<file path="src/rtl/mips_pipe_pkg.sv">
// Shared definitions for the pipelined MIPS core: control-bundle bit layout and widths.
// IMM_ZERO_EXT_EN, when defined, makes the ZEXT control bit meaningful in ID/EX.
package mips_pipe_pkg;

  localparam int CTRL_W     = 10;

  // Decoded control bundle layout; ALU_OP occupies the top three bits.
  localparam int MEM_READ   = 0;
  localparam int MEM_WRITE  = 1;
  localparam int REG_WRITE  = 2;
  localparam int BRANCH     = 3;
  localparam int ALU_SRC    = 4;
  localparam int REG_DST    = 5;
  localparam int ZEXT       = 6;
  localparam int ALU_OP_LSB = 7;
  localparam int ALU_OP_W   = 3;

  localparam logic [CTRL_W-1:0] NOP_CTRL = '0;

endpackage

</file>
<file path="src/rtl/id_ex_stage_if.sv">
// ID-side inputs and EX-side outputs of the ID/EX pipeline boundary.
// master drives the ID side; slave is the pipeline register itself.
interface id_ex_stage_if #(
  parameter int DATA_W = 32,
  parameter int REG_AW = 5
) ();
  import mips_pipe_pkg::*;

  logic                valid_i;
  logic                stall_i;
  logic                flush_i;
  logic [DATA_W-1:0]   pc_plus4_i;
  logic [DATA_W-1:0]   rs_data_i;
  logic [DATA_W-1:0]   rt_data_i;
  logic [DATA_W-1:0]   imm_ext_i;
  logic [REG_AW-1:0]   rs_i;
  logic [REG_AW-1:0]   rt_i;
  logic [REG_AW-1:0]   rd_i;
  logic [5:0]          funct_i;
  logic [CTRL_W-1:0]   ctrl_i;

  logic                valid_o;
  logic [DATA_W-1:0]   pc_plus4_o;
  logic [DATA_W-1:0]   rs_data_o;
  logic [DATA_W-1:0]   rt_data_o;
  logic [DATA_W-1:0]   imm_o;
  logic [REG_AW-1:0]   rs_o;
  logic [REG_AW-1:0]   rt_o;
  logic [REG_AW-1:0]   rd_o;
  logic [5:0]          funct_o;
  logic [CTRL_W-1:0]   ctrl_o;
  logic                load_use_stall_o;

  modport master (
    output valid_i, stall_i, flush_i, pc_plus4_i, rs_data_i, rt_data_i, imm_ext_i,
           rs_i, rt_i, rd_i, funct_i, ctrl_i,
    input  valid_o, pc_plus4_o, rs_data_o, rt_data_o, imm_o, rs_o, rt_o, rd_o,
           funct_o, ctrl_o, load_use_stall_o
  );

  modport slave (
    input  valid_i, stall_i, flush_i, pc_plus4_i, rs_data_i, rt_data_i, imm_ext_i,
           rs_i, rt_i, rd_i, funct_i, ctrl_i,
    output valid_o, pc_plus4_o, rs_data_o, rt_data_o, imm_o, rs_o, rt_o, rd_o,
           funct_o, ctrl_o, load_use_stall_o
  );

endinterface

</file>
<file path="src/rtl/load_use_detect.sv">
// Combinational load-use hazard compare between the load in EX and the instruction in ID.
// Kept standalone so the IF/ID hold logic can reuse the same decision.
module load_use_detect #(
  parameter int REG_AW = 5
) (
  input  logic              ex_valid,
  input  logic              ex_mem_read,
  input  logic [REG_AW-1:0] ex_rt,
  input  logic              id_valid,
  input  logic [REG_AW-1:0] id_rs,
  input  logic [REG_AW-1:0] id_rt,
  input  logic              id_mem_write,
  input  logic              id_branch,
  input  logic              id_reg_dst,
  output logic              stall
);

  logic id_uses_rt;
  logic rs_match;
  logic rt_match;

  // Stores, branches and R-type ops read rt as a source; other I-types write it.
  assign id_uses_rt = id_mem_write | id_branch | id_reg_dst;
  assign rs_match   = (ex_rt == id_rs);
  assign rt_match   = (ex_rt == id_rt) & id_uses_rt;

  // A load into $0 never produces a value worth waiting for.
  assign stall = ex_valid & ex_mem_read & id_valid & (ex_rt != '0) & (rs_match | rt_match);

endmodule

</file>
<file path="src/rtl/id_ex_stage.sv">
// ID/EX pipeline register with load-use bubble insertion.
// IMM_ZERO_EXT_EN: when defined, ctrl ZEXT selects a zero-extended 16-bit immediate.
module id_ex_stage
  import mips_pipe_pkg::*;
#(
  parameter int DATA_W = 32,
  parameter int REG_AW = 5
) (
  input  logic          clk_i,
  input  logic          rst_i,
  id_ex_stage_if.slave  bus
);

  logic                valid_reg;
  logic [DATA_W-1:0]   pc_plus4_reg;
  logic [DATA_W-1:0]   rs_data_reg;
  logic [DATA_W-1:0]   rt_data_reg;
  logic [DATA_W-1:0]   imm_reg;
  logic [REG_AW-1:0]   rs_reg;
  logic [REG_AW-1:0]   rt_reg;
  logic [REG_AW-1:0]   rd_reg;
  logic [5:0]          funct_reg;
  logic [CTRL_W-1:0]   ctrl_reg;

  logic [DATA_W-1:0]   imm_next;
  logic [CTRL_W-1:0]   ctrl_next;
  logic                load_use;

  load_use_detect #(.REG_AW(REG_AW)) u_detect (
    .ex_valid     (valid_reg),
    .ex_mem_read  (ctrl_reg[MEM_READ]),
    .ex_rt        (rt_reg),
    .id_valid     (bus.valid_i),
    .id_rs        (bus.rs_i),
    .id_rt        (bus.rt_i),
    .id_mem_write (bus.ctrl_i[MEM_WRITE]),
    .id_branch    (bus.ctrl_i[BRANCH]),
    .id_reg_dst   (bus.ctrl_i[REG_DST]),
    .stall        (load_use)
  );

`ifdef IMM_ZERO_EXT_EN
  // andi/ori/xori want the raw 16-bit field, not the sign-extended one.
  assign imm_next = bus.ctrl_i[ZEXT] ? {{(DATA_W-16){1'b0}}, bus.imm_ext_i[15:0]}
                                     : bus.imm_ext_i;
`else
  assign imm_next = bus.imm_ext_i;
`endif

  // An empty ID slot must never carry controls into EX.
  assign ctrl_next = bus.valid_i ? bus.ctrl_i : NOP_CTRL;

  always_ff @(posedge clk_i) begin
    if (rst_i) begin
      valid_reg    <= 1'b0;
      pc_plus4_reg <= '0;
      rs_data_reg  <= '0;
      rt_data_reg  <= '0;
      imm_reg      <= '0;
      rs_reg       <= '0;
      rt_reg       <= '0;
      rd_reg       <= '0;
      funct_reg    <= '0;
      ctrl_reg     <= NOP_CTRL;
    end else if (bus.flush_i) begin
      valid_reg <= 1'b0;
      ctrl_reg  <= NOP_CTRL;
    end else if (bus.stall_i) begin
      valid_reg <= valid_reg;
    end else if (load_use) begin
      // IF/ID holds the dependent instruction, so only a bubble enters EX.
      valid_reg <= 1'b0;
      ctrl_reg  <= NOP_CTRL;
    end else begin
      valid_reg    <= bus.valid_i;
      pc_plus4_reg <= bus.pc_plus4_i;
      rs_data_reg  <= bus.rs_data_i;
      rt_data_reg  <= bus.rt_data_i;
      imm_reg      <= imm_next;
      rs_reg       <= bus.rs_i;
      rt_reg       <= bus.rt_i;
      rd_reg       <= bus.rd_i;
      funct_reg    <= bus.funct_i;
      ctrl_reg     <= ctrl_next;
    end
  end

  assign bus.valid_o          = valid_reg;
  assign bus.pc_plus4_o       = pc_plus4_reg;
  assign bus.rs_data_o        = rs_data_reg;
  assign bus.rt_data_o        = rt_data_reg;
  assign bus.imm_o            = imm_reg;
  assign bus.rs_o             = rs_reg;
  assign bus.rt_o             = rt_reg;
  assign bus.rd_o             = rd_reg;
  assign bus.funct_o          = funct_reg;
  assign bus.ctrl_o           = ctrl_reg;
  assign bus.load_use_stall_o = load_use;

endmodule

</file>
<file path="src/flat_wrapper.sv">
// flat-port wrapper written by rule: the top's interface ports become plain ports
module id_ex_stage_flat import mips_pipe_pkg::*;
#(
  parameter int DATA_W = 32,
  parameter int REG_AW = 5
)
  (clk_i, rst_i, bus_valid_i, bus_stall_i, bus_flush_i, bus_pc_plus4_i, bus_rs_data_i, bus_rt_data_i, bus_imm_ext_i, bus_rs_i, bus_rt_i, bus_rd_i, bus_funct_i, bus_ctrl_i, bus_valid_o, bus_pc_plus4_o, bus_rs_data_o, bus_rt_data_o, bus_imm_o, bus_rs_o, bus_rt_o, bus_rd_o, bus_funct_o, bus_ctrl_o, bus_load_use_stall_o);
  id_ex_stage_if #(.DATA_W(DATA_W), .REG_AW(REG_AW)) bus_i ();
  input  logic clk_i;
  input  logic rst_i;
  input wire logic [$bits(bus_i.valid_i)-1:0] bus_valid_i;
  input wire logic [$bits(bus_i.stall_i)-1:0] bus_stall_i;
  input wire logic [$bits(bus_i.flush_i)-1:0] bus_flush_i;
  input wire logic [$bits(bus_i.pc_plus4_i)-1:0] bus_pc_plus4_i;
  input wire logic [$bits(bus_i.rs_data_i)-1:0] bus_rs_data_i;
  input wire logic [$bits(bus_i.rt_data_i)-1:0] bus_rt_data_i;
  input wire logic [$bits(bus_i.imm_ext_i)-1:0] bus_imm_ext_i;
  input wire logic [$bits(bus_i.rs_i)-1:0] bus_rs_i;
  input wire logic [$bits(bus_i.rt_i)-1:0] bus_rt_i;
  input wire logic [$bits(bus_i.rd_i)-1:0] bus_rd_i;
  input wire logic [$bits(bus_i.funct_i)-1:0] bus_funct_i;
  input wire logic [$bits(bus_i.ctrl_i)-1:0] bus_ctrl_i;
  output wire logic [$bits(bus_i.valid_o)-1:0] bus_valid_o;
  output wire logic [$bits(bus_i.pc_plus4_o)-1:0] bus_pc_plus4_o;
  output wire logic [$bits(bus_i.rs_data_o)-1:0] bus_rs_data_o;
  output wire logic [$bits(bus_i.rt_data_o)-1:0] bus_rt_data_o;
  output wire logic [$bits(bus_i.imm_o)-1:0] bus_imm_o;
  output wire logic [$bits(bus_i.rs_o)-1:0] bus_rs_o;
  output wire logic [$bits(bus_i.rt_o)-1:0] bus_rt_o;
  output wire logic [$bits(bus_i.rd_o)-1:0] bus_rd_o;
  output wire logic [$bits(bus_i.funct_o)-1:0] bus_funct_o;
  output wire logic [$bits(bus_i.ctrl_o)-1:0] bus_ctrl_o;
  output wire logic [$bits(bus_i.load_use_stall_o)-1:0] bus_load_use_stall_o;
  assign bus_i.valid_i = bus_valid_i;
  assign bus_i.stall_i = bus_stall_i;
  assign bus_i.flush_i = bus_flush_i;
  assign bus_i.pc_plus4_i = bus_pc_plus4_i;
  assign bus_i.rs_data_i = bus_rs_data_i;
  assign bus_i.rt_data_i = bus_rt_data_i;
  assign bus_i.imm_ext_i = bus_imm_ext_i;
  assign bus_i.rs_i = bus_rs_i;
  assign bus_i.rt_i = bus_rt_i;
  assign bus_i.rd_i = bus_rd_i;
  assign bus_i.funct_i = bus_funct_i;
  assign bus_i.ctrl_i = bus_ctrl_i;
  assign bus_valid_o = bus_i.valid_o;
  assign bus_pc_plus4_o = bus_i.pc_plus4_o;
  assign bus_rs_data_o = bus_i.rs_data_o;
  assign bus_rt_data_o = bus_i.rt_data_o;
  assign bus_imm_o = bus_i.imm_o;
  assign bus_rs_o = bus_i.rs_o;
  assign bus_rt_o = bus_i.rt_o;
  assign bus_rd_o = bus_i.rd_o;
  assign bus_funct_o = bus_i.funct_o;
  assign bus_ctrl_o = bus_i.ctrl_o;
  assign bus_load_use_stall_o = bus_i.load_use_stall_o;
  id_ex_stage #(.DATA_W(DATA_W), .REG_AW(REG_AW)) u_core (.clk_i(clk_i), .rst_i(rst_i), .bus(bus_i));
endmodule
</file>
<file path="config.mk">
export PLATFORM = sky130hd
export DESIGN_NAME = id_ex_stage_flat
export DESIGN_NICKNAME = d
export VERILOG_FILES = /design/src/rtl/mips_pipe_pkg.sv /design/src/rtl/id_ex_stage_if.sv /design/src/rtl/load_use_detect.sv /design/src/rtl/id_ex_stage.sv /design/src/flat_wrapper.sv
export SDC_FILE = /design/constraint.sdc
export NUM_CORES = 1
export LEC_CHECK = 0
export CAP_MARGIN = 20
export CORE_ASPECT_RATIO = 1.5
export CORE_UTILIZATION = 42
export CTS_CLUSTER_SIZE = 24
export DETAILED_ROUTE_END_ITERATION = 6
export PLACE_DENSITY = 0.81
export SETUP_SLACK_MARGIN = 0.02
export SLEW_MARGIN = 20
export SYNTH_ARGS = -nofsm -noshare
export SYNTH_HDL_FRONTEND = slang
export SYNTH_SLANG_ARGS = --single-unit
</file>
<file path="constraint.sdc">
create_clock -name clk_i -period 2.51 [get_ports clk_i]
set_input_delay 0.502 -clock clk_i [delete_from_list [all_inputs] [get_ports clk_i]]
set_output_delay 0.502 -clock clk_i [all_outputs]
set_load 0.01 [all_outputs]
</file>
; Word level (Yosys, flattened, before mapping)
; Index checks and enable logic that the tools add are counted.
[totals]
wordCells = 29
out_inout_bits = 161
mem_count = 0
mem_bits_ro = 0
mem_bits_rw = 0
latch_bits = 0
register_bits = 160
[op_classes]
n_mux = 3
n_eq_ne = 2
div = 0
magnitude_cmp = 0
n_bitwise = 11
add_sub_neg = 0
multipliers = 0
reduce_logical = 3
shift = 0
[ops]
columns = cell, count
row1 = 10-bit 2-to-1 mux, 2
row2 = 5-bit equality test, 2
row3 = 1-bit AND, 5
row4 = 5-bit nonzero test, 1
row5 = 1-bit NOT, 3
row6 = 1-bit OR, 3
row7 = 3-bit AND reduction, 1
row8 = 2-bit OR reduction, 1
row9 = 1-bit 2-to-1 mux, 1

; Longest topological paths before layout
[depth]
ltp_word = 7
mapped_depth = 8

; By module
; From an unflattened synthesis, not the netlist that was laid out.
[unflattened]
hier_cells = 757
hier_area_um2 = 7460.9
[modules_own_cells]
columns = module, instances, area_each_um2, cells_per_inst
row1 = id_ex_stage, 1, 7327.0, 740
row2 = load_use_detect, 1, 133.9, 17

; Worst setup path before layout
; Ideal clock, no wire load.
[synth_timing]
path_kind = register -> output
startpoint = reg u_core.rt_reg[3], in the netlist u_core.bus.rt_o[3]
endpoint = out bus_load_use_stall_o
path_slack_ns = 0.484
t_arrival_ns = 1.524
required_time_ns = 2.008
path_stages_with_launch = 5
cell_sequence = dfxtp_1 > or4_1 > o2111ai_2 > clkbuf_1 > nor2_1
[synth_via]
elab_chain_cells = 4
elab_cells_between_ends = 7
cone_classes = eq/ne: 2 / bitwise: 4 / reduce/logical: 1
[synth_rtl]
columns = element, line_no
row1 = "start, declared", id_ex_stage.sv:20  ; logic [REG_AW-1:0] rt_reg;
row2 = "start signal, assigned", id_ex_stage.sv:81  ; rt_reg <= bus.rt_i;
row3 = 5-bit equality test, load_use_detect.sv:25  ; assign rt_match = (ex_rt == id_rt) & id_uses_rt;
row4 = 1-bit AND, load_use_detect.sv:25
row5 = 1-bit OR, load_use_detect.sv:28  ; assign stall = ex_valid & ex_mem_read & id_valid & (ex_rt != '0) & (rs_match | rt_match);
row6 = 1-bit AND *, load_use_detect.sv:28
row7 = "end, declared", flat_wrapper.sv:33  ; output wire logic [$bits(bus_i.load_use_stall_o)-1:0] bus_load_use_stall_o;
; Mark *: on every way between the ends. The rest lies on a longest branch, timed or not.

; Final worst setup path
[layout_timing]
startpoint = in bus_rt_i[4]
endpoint = reg u_core.rs_reg[2], in the netlist u_core.bus.rs_o[2]
[layout_via]
elab_chain_cells = 6
[layout_rtl]
columns = element, line_no
row1 = "start, declared", flat_wrapper.sv:19  ; input wire logic [$bits(bus_i.rt_i)-1:0] bus_rt_i;
row2 = 5-bit equality test, load_use_detect.sv:25
row3 = 1-bit AND, load_use_detect.sv:25
row4 = 1-bit OR, load_use_detect.sv:28
row5 = 1-bit AND, load_use_detect.sv:28
row6 = 1-bit NOT (no source line), -
row7 = 3-bit AND reduction (no source line), -
row8 = "end signal, assigned", id_ex_stage.sv:80  ; rs_reg <= bus.rs_i;
row9 = "end, declared", id_ex_stage.sv:19  ; logic [REG_AW-1:0] rs_reg;
; Every way passes these cells.
; A chain may end at the register's enable or synchronous reset.

==> metrics.csv <==
stage;metric;value;unit
detailed_routing;route.detailed.drc;0;
worst_setup_path;r2r_slack;0.29;ns
power;power.total;6.21;mW
worst_setup_path;endpoint_kind;flop;
die;die_w;109;um
final_layout;antenna_cells;0;
grt;antenna_found_initial;0;
yosys;ys_seq_elements;160;
yosys;postSynthCellCount;719;
worst_setup_path;cp_slowest_cell;clkdlybuf4s50_1;
worst_setup_path;start_kind;input port;
worst_setup_path;arrival;2.62;ns
cts;cts_tree;built;
sta;final-hold-violation-count;0;
run_status;status;finished, final reports clean;
detailed_routing;num_vias;5867;
worst_hold_path;hp-start;u_core.bus.ctrl_o[2];
sta;setup_viol;0;
yosys;ys.flop_type;dfxtp_1;
sta;tns;0;ns
die;ios;325;
die;row_count;58;
grt;grt_first_pass_wirelength;28300;um
final_layout;fin_nets;1199;
grt;met2_usage;0.384;
cts;insertion_delay;0.42;ns
placed_design;post_dp_cell_area;10800;sq um
cts;clk_path_buf_depth;2;
sta;skew;0.0115;ns
yosys;synth.avg_cell_area;10.1;sq um
yosys;ys_seq_area_frac;0.440;
sta;whs;0.462;ns
sta;fmax;0.436;GHz
worst_setup_path;slowest_delay;0.50;ns
cts;clock-sinks;160;
yosys;synthArstFlopShare;0;
yosys;synth_edf_count;0;
cts;cts_buffers;17;
sta;layout_min_cycle_time;2.29;ns
sta;tightest_slew;0.608;ns
die;core;16800;sq um
grt;grt_overflow_total;0;
worst_setup_path;cp_top_family;buffers and inverters;
die;dieHeight;163;um
power;power_density;548;nW/um^2
grt;grt_pass1_vias;5844;
yosys;yosys_warnings;0;
worst_setup_path;ff2ff_path_depth;7;
yosys;ys_types;21;
grt;top_usage_layer;met2;
worst_setup_path;worst_ep_required_time;2.83;ns
placed_design;io_buffers;324;
placed_design;place_congestion;0.822;
sta;fin_crit_sh;0.914;
worst_hold_path;whs_endpoint;u_core.bus.ctrl_o[2];
sta;drv_slew;0;
power;irDropWorstVdd;0.000402;V
final_layout;drive_gt1_frac;0.0611;
worst_setup_path;r2r_end;u_core.bus.rs_o[2];
worst_setup_path;path_max_fanout;12;
yosys;syn_nets;883;
cts;clk_pin_slew;0.07;ns
worst_hold_path;holdPathStages;2;
worst_setup_path;crit_type;input port to flop;
placed_design;pre_cts_ws;-0.180;ns
die;die_area;17900;sq um
worst_setup_path;r2r-start;u_core.bus.rt_o[3];
yosys;synth_area;7270;sq um
detailed_routing;wl_per_cell;14.8;um
worst_setup_path;worst-path-buf-inv;5;
sta;rsz0062_at_grt;no;
sta;fin_ws;0.217;ns
sta;maxSlewHeadroom;0.594;
die;start_util;0.432;
final_layout;area_growth;55.9;%
grt;use_met3;0.0630;
power;p_leak;4.20;nW
grt;grt_max_degree;86;
grt;grtUsageTotal;0.206;
detailed_routing;drt_iter0_markers;244;
cts;htreeDepth;4;
grt;met1_usage;0.202;
placed_design;dp_hpwl;13900;um
detailed_routing;first_pass_iters;4;
detailed_routing;drtAntennaViolNets;0;
worst_setup_path;cp_common_cell;buf_4;
worst_hold_path;hold_class;flop to flop;
final_layout;stdcell_area;11300;sq um
cts;clock-root-buffer;clkbuf_16;
worst_setup_path;path_cells;clkdlybuf4s50_1 -> xor2_1 -> nor4_1 -> a22oi_1 -> buf_4 -> buf_4 -> o21a_4 -> buf_12 -> buf_4 -> mux2i_1;
detailed_routing;wl;18600;um
flow_run;maxCapViolations;0;
detailed_routing;via_per_inst;4.66;
==> synthesized netlist by cell type (2+ instances only) <==
cell type,instances,area (sq um)
mux2i_1,149,1490
nand2_1,11,41.3
nor2_1,4,15.0
a21oi_1,11,55.1
nor3_1,2,10.0
xor2_1,10,87.6
o211ai_1,10,75.1
buf_8,11,165
clkbuf_1,38,143
nand2b_1,298,1860
buf_6,2,22.5
buf_4,5,37.5
dfxtp_1,160,3200
==> power breakdown <==
| group | internal, mW | switching (mW) |
|---|---|---|
| clock | 1.31 | 1.09 |
| sequential | 2.67 | 0.0700 |
| combinational | 0.683 | 0.383 |
| total | 4.66 | 1.55 |
==> cells by family (layout without fill, tap and decap cells) <==
group                     count (synthesis)  count (layout)  share of synthesized area
xor gates and xnor gates                 10              10                     0.0120
AOI/OAI and AO/OA                        25              25                     0.0227
muxes                                   149             149                      0.205
DFF                                     160             160                      0.440
buffers and inverters                    56             385                     0.0506
and+or+nand+nor                         319             319                      0.269
==> registers in the layout, indices dropped and copies added (netlist names) <==
register / count
u_core.bus.imm_o: 32
u_core.bus.pc_plus4_o: 32
u_core.bus.rs_data_o: 32
u_core.bus.rt_data_o: 32
u_core.bus.ctrl_o: 10
u_core.bus.funct_o: 6
u_core.bus.rd_o: 5
u_core.bus.rs_o: 5
u_core.bus.rt_o: 5
u_core.bus.valid_o: 1
==> cell usage in the layout (no fill, tap or decap) <==
master	instances
buf_12	13
clkinvlp_4	4
xor2_1	10
nand2b_1	298
clkinv_4	3
mux2i_1	149
clkbuf_1	2
or4_1	1
buf_4	17
nand2_1	11
a21oi_1	11
o21ai_0	1
o2111ai_2	1
or2_2	1
o211ai_1	10
clkdlybuf4s50_1	322
nor2b_1	1
a22oi_1	1
inv_6	5
clkbuf_8	1
clkbuf_2	1
dfxtp_1	160
nor4_1	1
nor3_1	2
clkbuf_16	17
o21a_4	1
nor2_1	4
==> through the flow <==
step | utilization | std cells
2_1_floorplan | - | 719
3_3_place_gp | 0.641 | 1225
3_5_place_dp | 0.641 | 1225
4_1_cts | 0.673 | 1257
5_1_grt | 0.673 | 1258
6_report | 0.673 | 1258
==> worst register-to-register path: stages (launching register included) <==
cell and delay [ns]:
dfxtp_1 0.37, or4_1 0.55, o2111ai_2 0.22, buf_4 0.23, o21a_4 0.18, buf_12 0.16, buf_4 0.19, mux2i_1 0.24
==> worst max-delay path by stage <==
stage / startpoint / slack, ns / to / cells past startpoint
2_1_floorplan: u_core.bus.rt_o[3] / 0.48 / bus_load_use_stall_o / 4
3_3_place_gp: bus_rt_i[1] / -0.15 / bus_load_use_stall_o / 6
3_5_place_dp: bus_rt_i[1] / -0.18 / bus_load_use_stall_o / 6
4_1_cts: u_core.bus.rt_o[3] / 0.07 / bus_load_use_stall_o / 4
5_1_grt: bus_rt_i[0] / 0.11 / u_core.bus.rs_o[2] / 10
6_report: bus_rt_i[4] / 0.22 / u_core.bus.rs_o[2] / 10
==> timing repair <==
action | CTS | global route
setup buffers | 0 | 1
setup endpoints to repair | 1 | 1
hold buffers | 0 | 0
gates resized for setup | 1 | 2
pin swaps | 0 | 2
==> metal layers <==
| metal | up-vias | part of all wire |
|---|---|---|
| li1 | 2959 | - |
| met1 | 2676 | 0.37 |
| met2 | 202 | 0.52 |
| met3 | 30 | 0.078 |
| met4 | 0 | 0.029 |
| met5 | - | 0 |
==> final cells by class <==
type / count / area, sq um
Clock inverter: 12 / 100
Clock buffer: 20 / 447
Timing Repair Buffer: 353 / 3620
Tap cell: 210 / 263
Sequential cell: 160 / 3200
Fill cell: 1352 / 5500
Multi-Input combinational cell: 503 / 3710
No activity file was read; power rests on OpenSTA's default activity.
